<file path="config.mk">
export PLATFORM = sky130hd
export DESIGN_NAME = seq_mul_div_unit_flat
export DESIGN_NICKNAME = d
export VERILOG_FILES = /design/src/rtl/seq_mul_div_unit_if.sv /design/src/rtl/seq_mul_div_unit.sv /design/src/flat_wrapper.sv
export SDC_FILE = /design/constraint.sdc
export NUM_CORES = 1
export LEC_CHECK = 0
export ABC_CLOCK_PERIOD_IN_PS = 5790
export BUFFER_PORTS_ARGS = -buffer_cell sky130_fd_sc_hd__buf_2
export CORE_MARGIN = 1.5
export CORE_UTILIZATION = 25
export CTS_BUF_LIST = sky130_fd_sc_hd__clkbuf_4 sky130_fd_sc_hd__clkbuf_8
export CTS_CLUSTER_DIAMETER = 200
export CTS_CLUSTER_SIZE = 12
export DETAILED_ROUTE_END_ITERATION = 7
export PLACE_DENSITY = 0.46
export SLEW_MARGIN = 20
export SYNTH_ARGS = -nofsm -noshare
export SYNTH_HDL_FRONTEND = slang
export SYNTH_SLANG_ARGS = --single-unit
</file>
<file path="constraint.sdc">
create_clock -name clk -period 5.79 [get_ports clk]
set_clock_uncertainty 0.2 [all_clocks]
set_input_delay 0.2895 -clock clk [delete_from_list [all_inputs] [get_ports clk]]
set_output_delay 0.2895 -clock clk [all_outputs]
set_load 0.1 [all_outputs]
</file>
<file path="src/rtl/seq_mul_div_unit_if.sv">
// Handshake and result bundle for the iterative HI/LO multiply/divide unit.
// The master drives requests; the slave (the unit) returns busy/done and HI/LO.
interface seq_mul_div_unit_if #(
  parameter int WIDTH = 32
);
  logic             start;
  logic [2:0]       op;
  logic [WIDTH-1:0] data_x;
  logic [WIDTH-1:0] data_y;
  logic             cancel;
  logic             busy;
  logic             done;
  logic [WIDTH-1:0] hi;
  logic [WIDTH-1:0] lo;

  modport master (
    output start, op, data_x, data_y, cancel,
    input  busy, done, hi, lo
  );

  modport slave (
    input  start, op, data_x, data_y, cancel,
    output busy, done, hi, lo
  );
endinterface

</file>
<file path="src/rtl/seq_mul_div_unit.sv">
// Iterative MIPS HI/LO unit: shift-add multiply and restoring divide, one bit
// per cycle, with sign fix-up in a final cycle and direct MTHI/MTLO writes.
module seq_mul_div_unit #(
  parameter int WIDTH = 32
) (
  input  logic               clk,
  input  logic               rst_n,
  seq_mul_div_unit_if.slave  bus
);
  localparam int CW = $clog2(WIDTH);

  typedef enum logic [1:0] {IDLE, RUN, FIX} state_t;

  state_t             state_reg;
  logic [CW-1:0]      cnt_reg;
  logic [2*WIDTH-1:0] acc_reg;
  logic [2*WIDTH-1:0] acc_next;
  logic [2*WIDTH-1:0] acc_neg;
  logic [WIDTH-1:0]   opnd_reg;
  logic [WIDTH-1:0]   hi_reg;
  logic [WIDTH-1:0]   lo_reg;
  logic [WIDTH-1:0]   x_mag;
  logic [WIDTH-1:0]   y_mag;
  logic [WIDTH-1:0]   quo_fix;
  logic [WIDTH-1:0]   rem_fix;
  logic [WIDTH:0]     mul_sum;
  logic [WIDTH:0]     div_trial;
  logic [WIDTH:0]     div_diff;
  logic               is_div_reg;
  logic               neg_q_reg;
  logic               neg_r_reg;
  logic               div_zero_reg;
  logic               busy_reg;
  logic               done_reg;
  logic               signed_op;

  // acc_reg holds {partial product, multiplier} for multiply and
  // {remainder, dividend/quotient} for divide; opnd_reg is the other operand.
  always_comb begin
    signed_op = (bus.op == 3'd0) || (bus.op == 3'd2);
    x_mag     = (signed_op && bus.data_x[WIDTH-1]) ? -bus.data_x : bus.data_x;
    y_mag     = (signed_op && bus.data_y[WIDTH-1]) ? -bus.data_y : bus.data_y;
    mul_sum   = {1'b0, acc_reg[2*WIDTH-1:WIDTH]}
              + {1'b0, (acc_reg[0] ? opnd_reg : {WIDTH{1'b0}})};
    div_trial = acc_reg[2*WIDTH-1:WIDTH-1];
    div_diff  = div_trial - {1'b0, opnd_reg};
    if (is_div_reg) begin
      if (div_diff[WIDTH])
        acc_next = {div_trial[WIDTH-1:0], acc_reg[WIDTH-2:0], 1'b0};
      else
        acc_next = {div_diff[WIDTH-1:0], acc_reg[WIDTH-2:0], 1'b1};
    end else begin
      acc_next = {mul_sum, acc_reg[WIDTH-1:1]};
    end
    acc_neg = -acc_reg;
    quo_fix = div_zero_reg ? {WIDTH{1'b1}}
            : (neg_q_reg ? -acc_reg[WIDTH-1:0] : acc_reg[WIDTH-1:0]);
    // With a zero divisor the remainder magnitude is |x|, so the sign fix
    // alone reproduces the original dividend.
    rem_fix = neg_r_reg ? -acc_reg[2*WIDTH-1:WIDTH] : acc_reg[2*WIDTH-1:WIDTH];
  end

  always_ff @(posedge clk) begin
    if (!rst_n) begin
      state_reg    <= IDLE;
      cnt_reg      <= '0;
      acc_reg      <= '0;
      opnd_reg     <= '0;
      hi_reg       <= '0;
      lo_reg       <= '0;
      is_div_reg   <= 1'b0;
      neg_q_reg    <= 1'b0;
      neg_r_reg    <= 1'b0;
      div_zero_reg <= 1'b0;
      busy_reg     <= 1'b0;
      done_reg     <= 1'b0;
    end else begin
      done_reg <= 1'b0;
      case (state_reg)
        IDLE: begin
          if (bus.start && !bus.cancel) begin
            case (bus.op)
              3'd0, 3'd1, 3'd2, 3'd3: begin
                state_reg    <= RUN;
                busy_reg     <= 1'b1;
                cnt_reg      <= '0;
                is_div_reg   <= bus.op[1];
                neg_q_reg    <= signed_op && (bus.data_x[WIDTH-1] ^ bus.data_y[WIDTH-1]);
                neg_r_reg    <= signed_op && bus.data_x[WIDTH-1];
                div_zero_reg <= (bus.data_y == '0);
                if (bus.op[1]) begin
                  acc_reg  <= {{WIDTH{1'b0}}, x_mag};
                  opnd_reg <= y_mag;
                end else begin
                  acc_reg  <= {{WIDTH{1'b0}}, y_mag};
                  opnd_reg <= x_mag;
                end
              end
              3'd4: begin
                hi_reg   <= bus.data_x;
                done_reg <= 1'b1;
              end
              3'd5: begin
                lo_reg   <= bus.data_x;
                done_reg <= 1'b1;
              end
              default: ;
            endcase
          end
        end
        RUN: begin
          if (bus.cancel) begin
            state_reg <= IDLE;
            busy_reg  <= 1'b0;
            cnt_reg   <= '0;
          end else begin
            acc_reg <= acc_next;
            if (cnt_reg == CW'(WIDTH - 1)) begin
              state_reg <= FIX;
              cnt_reg   <= '0;
            end else begin
              cnt_reg <= cnt_reg + 1'b1;
            end
          end
        end
        FIX: begin
          state_reg <= IDLE;
          busy_reg  <= 1'b0;
          if (!bus.cancel) begin
            done_reg <= 1'b1;
            if (is_div_reg) begin
              hi_reg <= rem_fix;
              lo_reg <= quo_fix;
            end else begin
              {hi_reg, lo_reg} <= neg_q_reg ? acc_neg : acc_reg;
            end
          end
        end
        default: begin
          state_reg <= IDLE;
          busy_reg  <= 1'b0;
        end
      endcase
    end
  end

  assign bus.busy = busy_reg;
  assign bus.done = done_reg;
  assign bus.hi   = hi_reg;
  assign bus.lo   = lo_reg;
endmodule

</file>
<file path="src/flat_wrapper.sv">
// flat-port wrapper written by rule: the top's interface ports become plain ports
module seq_mul_div_unit_flat 
#(
  parameter int WIDTH = 32
)
  (clk, rst_n, bus_start, bus_op, bus_data_x, bus_data_y, bus_cancel, bus_busy, bus_done, bus_hi, bus_lo);
  seq_mul_div_unit_if #(.WIDTH(WIDTH)) bus_i ();
  input  logic clk;
  input  logic rst_n;
  input wire logic [$bits(bus_i.start)-1:0] bus_start;
  input wire logic [$bits(bus_i.op)-1:0] bus_op;
  input wire logic [$bits(bus_i.data_x)-1:0] bus_data_x;
  input wire logic [$bits(bus_i.data_y)-1:0] bus_data_y;
  input wire logic [$bits(bus_i.cancel)-1:0] bus_cancel;
  output wire logic [$bits(bus_i.busy)-1:0] bus_busy;
  output wire logic [$bits(bus_i.done)-1:0] bus_done;
  output wire logic [$bits(bus_i.hi)-1:0] bus_hi;
  output wire logic [$bits(bus_i.lo)-1:0] bus_lo;
  assign bus_i.start = bus_start;
  assign bus_i.op = bus_op;
  assign bus_i.data_x = bus_data_x;
  assign bus_i.data_y = bus_data_y;
  assign bus_i.cancel = bus_cancel;
  assign bus_busy = bus_i.busy;
  assign bus_done = bus_i.done;
  assign bus_hi = bus_i.hi;
  assign bus_lo = bus_i.lo;
  seq_mul_div_unit #(.WIDTH(WIDTH)) u_core (.clk(clk), .rst_n(rst_n), .bus(bus_i));
endmodule
</file>
==> impl_metrics.py <==
metrics = {
    "setup_path": {
        "slowest_cell_on_crit_path": "inv_1",
        "cpLargestDelayFamily": "simple AND/OR/NAND/NOR gates",
        "critical_path_required_ns": 6.04,
        "worst_r2r_endpoint": "u_core.acc_reg[57]",
        "crit_path_start": "u_core.acc_reg[0]",
        "critical_path.max_fanout": 20,
        "setup.reg_to_reg.worst_slack_ns": 1.53,
        "critical_path_sink": "u_core.acc_reg[57]",
        "reg2reg_depth": 12,
        "worst-path-stages": 12,
        "timing.critical_path.from_type": "register",
        "reg2reg_from": "u_core.acc_reg[0]",
        "critPathMaxStageDelay_ns": 0.69,
        "path_cells": "inv_1, nor2_1, ha_1, nor2b_1, o21bai_1, nor4bb_1, buf_4, o31a_1, a211oi_1, mux2i_1, or4_1, nor3_1",
        "crit_type": "register to register",
        "crit_arrival_ns": 4.50,
        "crit_buf_inv": 2,
        "worst_setup_path_end_kind": "register",
    },
    "pwr": {
        "vdd.ir_drop.worst_mv": 0.147,
        "power.clock.fraction_pct": 28.8,
        "power_frac_comb_pct": 31.3,
        "switching_power_mw": 1.29,
        "p_sw_share_pct": 40.4,
        "power_density_nw_per_um2": 182,
        "power.sequential.fraction_pct": 39.9,
        "power.internal_mw": 1.90,
        "p_leak_nw": 6.90,
    },
    "floorplanning": {
        "rows": 91,
        "core_area_um2": 61600,
        "die-height_um": 252,
        "die_width_um": 252,
        "ioPinCount": 137,
        "die_area_um2": 63700,
        "start_util_pct": 25.2,
    },
    "place": {
        "placed_cell_area_um2": 17000,
        "port_buffers": 136,
        "detailed_place_hpwl_um": 57500,
        "pre_cts_ws_ns": 1.60,
        "finalWeightedCongestion": 0.942,
    },
    "layout": {
        "area.sequential_um2": 3460,
        "final_area_um2": 17500,
        "layout.filler_cells": 6846,
        "insertedDiodeCount": 0,
        "fin_util_pct": 28.5,
        "drive_above_1_share_pct": 11.7,
        "area_growth_syn_to_layout_pct": 12.7,
        "largest_register_ff_count": 64,
        "layout.nets": 2346,
        "multiInputGateArea_um2": 11300,
    },
    "synth": {
        "postSynth.topFlopCell": "dfxtp_1",
        "ys_top_cells_by_count": "nand2_1 (211), nor2_1 (205), a21oi_1 (204)",
        "postSynthRegisterBits": 173,
        "synthesized_area_per_cell_um2": 7.24,
        "synth_most_common_cell": "nand2_1",
        "yosys-top-cells-area": "dfxtp_1 (22%), a21oi_1 (6.6%), xnor2_1 (5.9%), ha_1 (5.6%), nand2_1 (5.1%)",
        "synth_async_sr_flop_share_pct": 0,
        "synth_area_leader_cell": "dfxtp_1",
        "yosysSeqAreaShare_pct": 22.3,
        "synth_top_area_share_pct": 22.3,
        "syn-instance-count": 2148,
        "synth.lib_cells_used.distinct": 86,
        "synth_fp_nets": 2291,
        "mapped_area_um2": 15500,
        "synth_enable_flop_cells": 0,
        "number_of_synthesis_warnings": 0,
    },
    "clock_tree": {
        "ctsLongestPathBuffers": 2,
        "tritoncts": "done",
        "numCtsBuffers": 17,
        "clock_latency_ns": 0.52,
        "postCtsSetupRepairBufs": 0,
        "clock_sink_count": 173,
        "cts.clk_slew.worst_paths_ns": 0.12,
        "cts.root.buffer_cell": "clkbuf_8",
        "cts.htree.levels": 4,
    },
    "worst_hold_path": {
        "timing.hold.worst.class": "primary input to register",
        "hold_path_depth": 4,
    },
    "global_route": {
        "grt_overflow_total": 0,
        "total_grt_usage_pct": 22.1,
        "grt_pass1_wl_um": 105000,
        "first_global_vias": 16100,
        "number_of_antenna_violations_at_the_first_check_in_global_routing": 4,
        "grt_max_degree": 55,
    },
    "timing": {
        "finalSetupViolations": 0,
        "period_minus_slack_ns": 4.26,
        "tightestPinTransition_ns": 1.04,
        "timing.fmax_ghz": 0.235,
        "setup_repair_after_global_routing_missed_its_margin": "no",
        "slew-limit-headroom_pct": 30.2,
        "totalNegativeSetupSlack_ns": 0,
        "finalCritPeriodShare_pct": 73.5,
        "hold_violations": 0,
        "report.final.slew_viol_count": 0,
        "final.setup.worst_slack_ns": 1.53,
    },
    "job": {
        "max_cap_violations": 0,
    },
    "drt": {
        "vias": 17100,
        "drt_wl_total_um": 72500,
        "viasPerCell": 5.59,
        "detail-route-antenna-nets": 0,
        "wl_per_cell_um": 23.7,
        "drcViolationCount": 0,
        "first_iter_violations": 1658,
        "dr.pass1.iters": 6,
    },
    "run_status": {
        "outcome": "finished clean",
    },
}
-- worst min-delay path, stage by stage --
cell and delay (ns):
buf_2 0.10, xnor2_1 0.11, nand2_1 0.09, a32o_1 0.11
-- power by group through the flow --
| stage | registers (mW) | logic (mW) | clock network, mW |
|---|---|---|---|
| CTS | 1.27 | 0.980 | 0.934 |
| global placement | 1.30 | 0.971 | 0 |
| global route | 1.27 | 1.06 | 0.980 |
| detailed placement | 1.30 | 0.969 | 0 |
| finish | 1.27 | 0.995 | 0.918 |
| floorplan | 1.32 | 0.613 | 0 |
-- kinds of logic after synthesis --
family | after synthesis | share of synthesized area [%]
compound gates | 726 | 29.8
xor+xnor | 165 | 9.41
mux | 77 | 5.08
fa+ha+maj | 72 | 5.89
flops | 173 | 22.3
buf+inv | 218 | 5.55
simple gates | 717 | 22.0
-- stage by stage --
step           hold slack, ns  std cells  power, mW
2_1_floorplan           0.215       2148       1.93
3_3_place_gp            0.229       3008       2.27
3_5_place_dp            0.239       3009       2.27
4_1_cts               0.00265       3053       3.18
5_1_grt               0.00390       3053       3.31
6_report              0.00608       3053       3.18
-- final cells by class --
| class | instances | share of cell area [%] |
|---|---|---|
| clock buffers | 19 | 1.49 |
| clock inverters | 13 | 0.800 |
| inverters | 68 | 1.46 |
| multi-input cells | 1757 | 64.3 |
| flip-flops and latches | 173 | 19.8 |
| well taps | 837 | 5.98 |
| repair buffers | 186 | 6.20 |
-- how the worst min path moves through the flow --
stage,from,to,slack [ns]
floorplan,u_core.cnt_reg[3],u_core.cnt_reg[3],0.21
global placement,u_core.cnt_reg[3],u_core.cnt_reg[3],0.23
detailed placement,u_core.bus.hi[11],u_core.bus.hi[11],0.24
CTS,bus_data_y[23],u_core.opnd_reg[23],0.003
global route,bus_data_y[23],u_core.opnd_reg[23],0.004
finish,bus_data_y[23],u_core.opnd_reg[23],0.006
-- layout by cell type (no fill, tap or decap), types with 14 or more instances in the layout --
cell / n
a211oi_1: 34
a21o_1: 34
a21oi_1: 204
a22oi_1: 26
a31oi_1: 30
and2_1: 15
and3_1: 20
buf_2: 136
buf_4: 38
clkbuf_8: 19
dfxtp_1: 172
ha_1: 70
inv_1: 65
mux2i_1: 65
nand2_1: 211
nand2b_1: 18
nand3_1: 53
nand4_1: 19
nor2_1: 204
nor3_1: 59
nor4_1: 20
o211ai_1: 31
o21a_1: 15
o21ai_0: 158
o21ai_1: 15
o221ai_1: 26
o22ai_1: 18
o31ai_1: 24
o41ai_1: 14
or3_1: 20
or4_1: 16
xnor2_1: 104
xor2_1: 60
-- metal layers --
| metal | share of wire, % | up-vias | track usage (%) |
|---|---|---|---|
| met1 | 44 | 8379 | 29.7 |
| met3 | 6.3 | 79 | 3.34 |
| met4 | 2.5 | 0 | 5.58 |
| met2 | 47 | 627 | 36.8 |
| li1 | - | 7994 | - |
| met5 | 0 | - | 0 |
-- timing repair --
item                                   4_1_cts  5_1_grt
resized for setup                            0        0
hold buffers                                12        0
endpoints found under the hold margin       12        0
No activity file was read; power rests on OpenSTA's default activity.
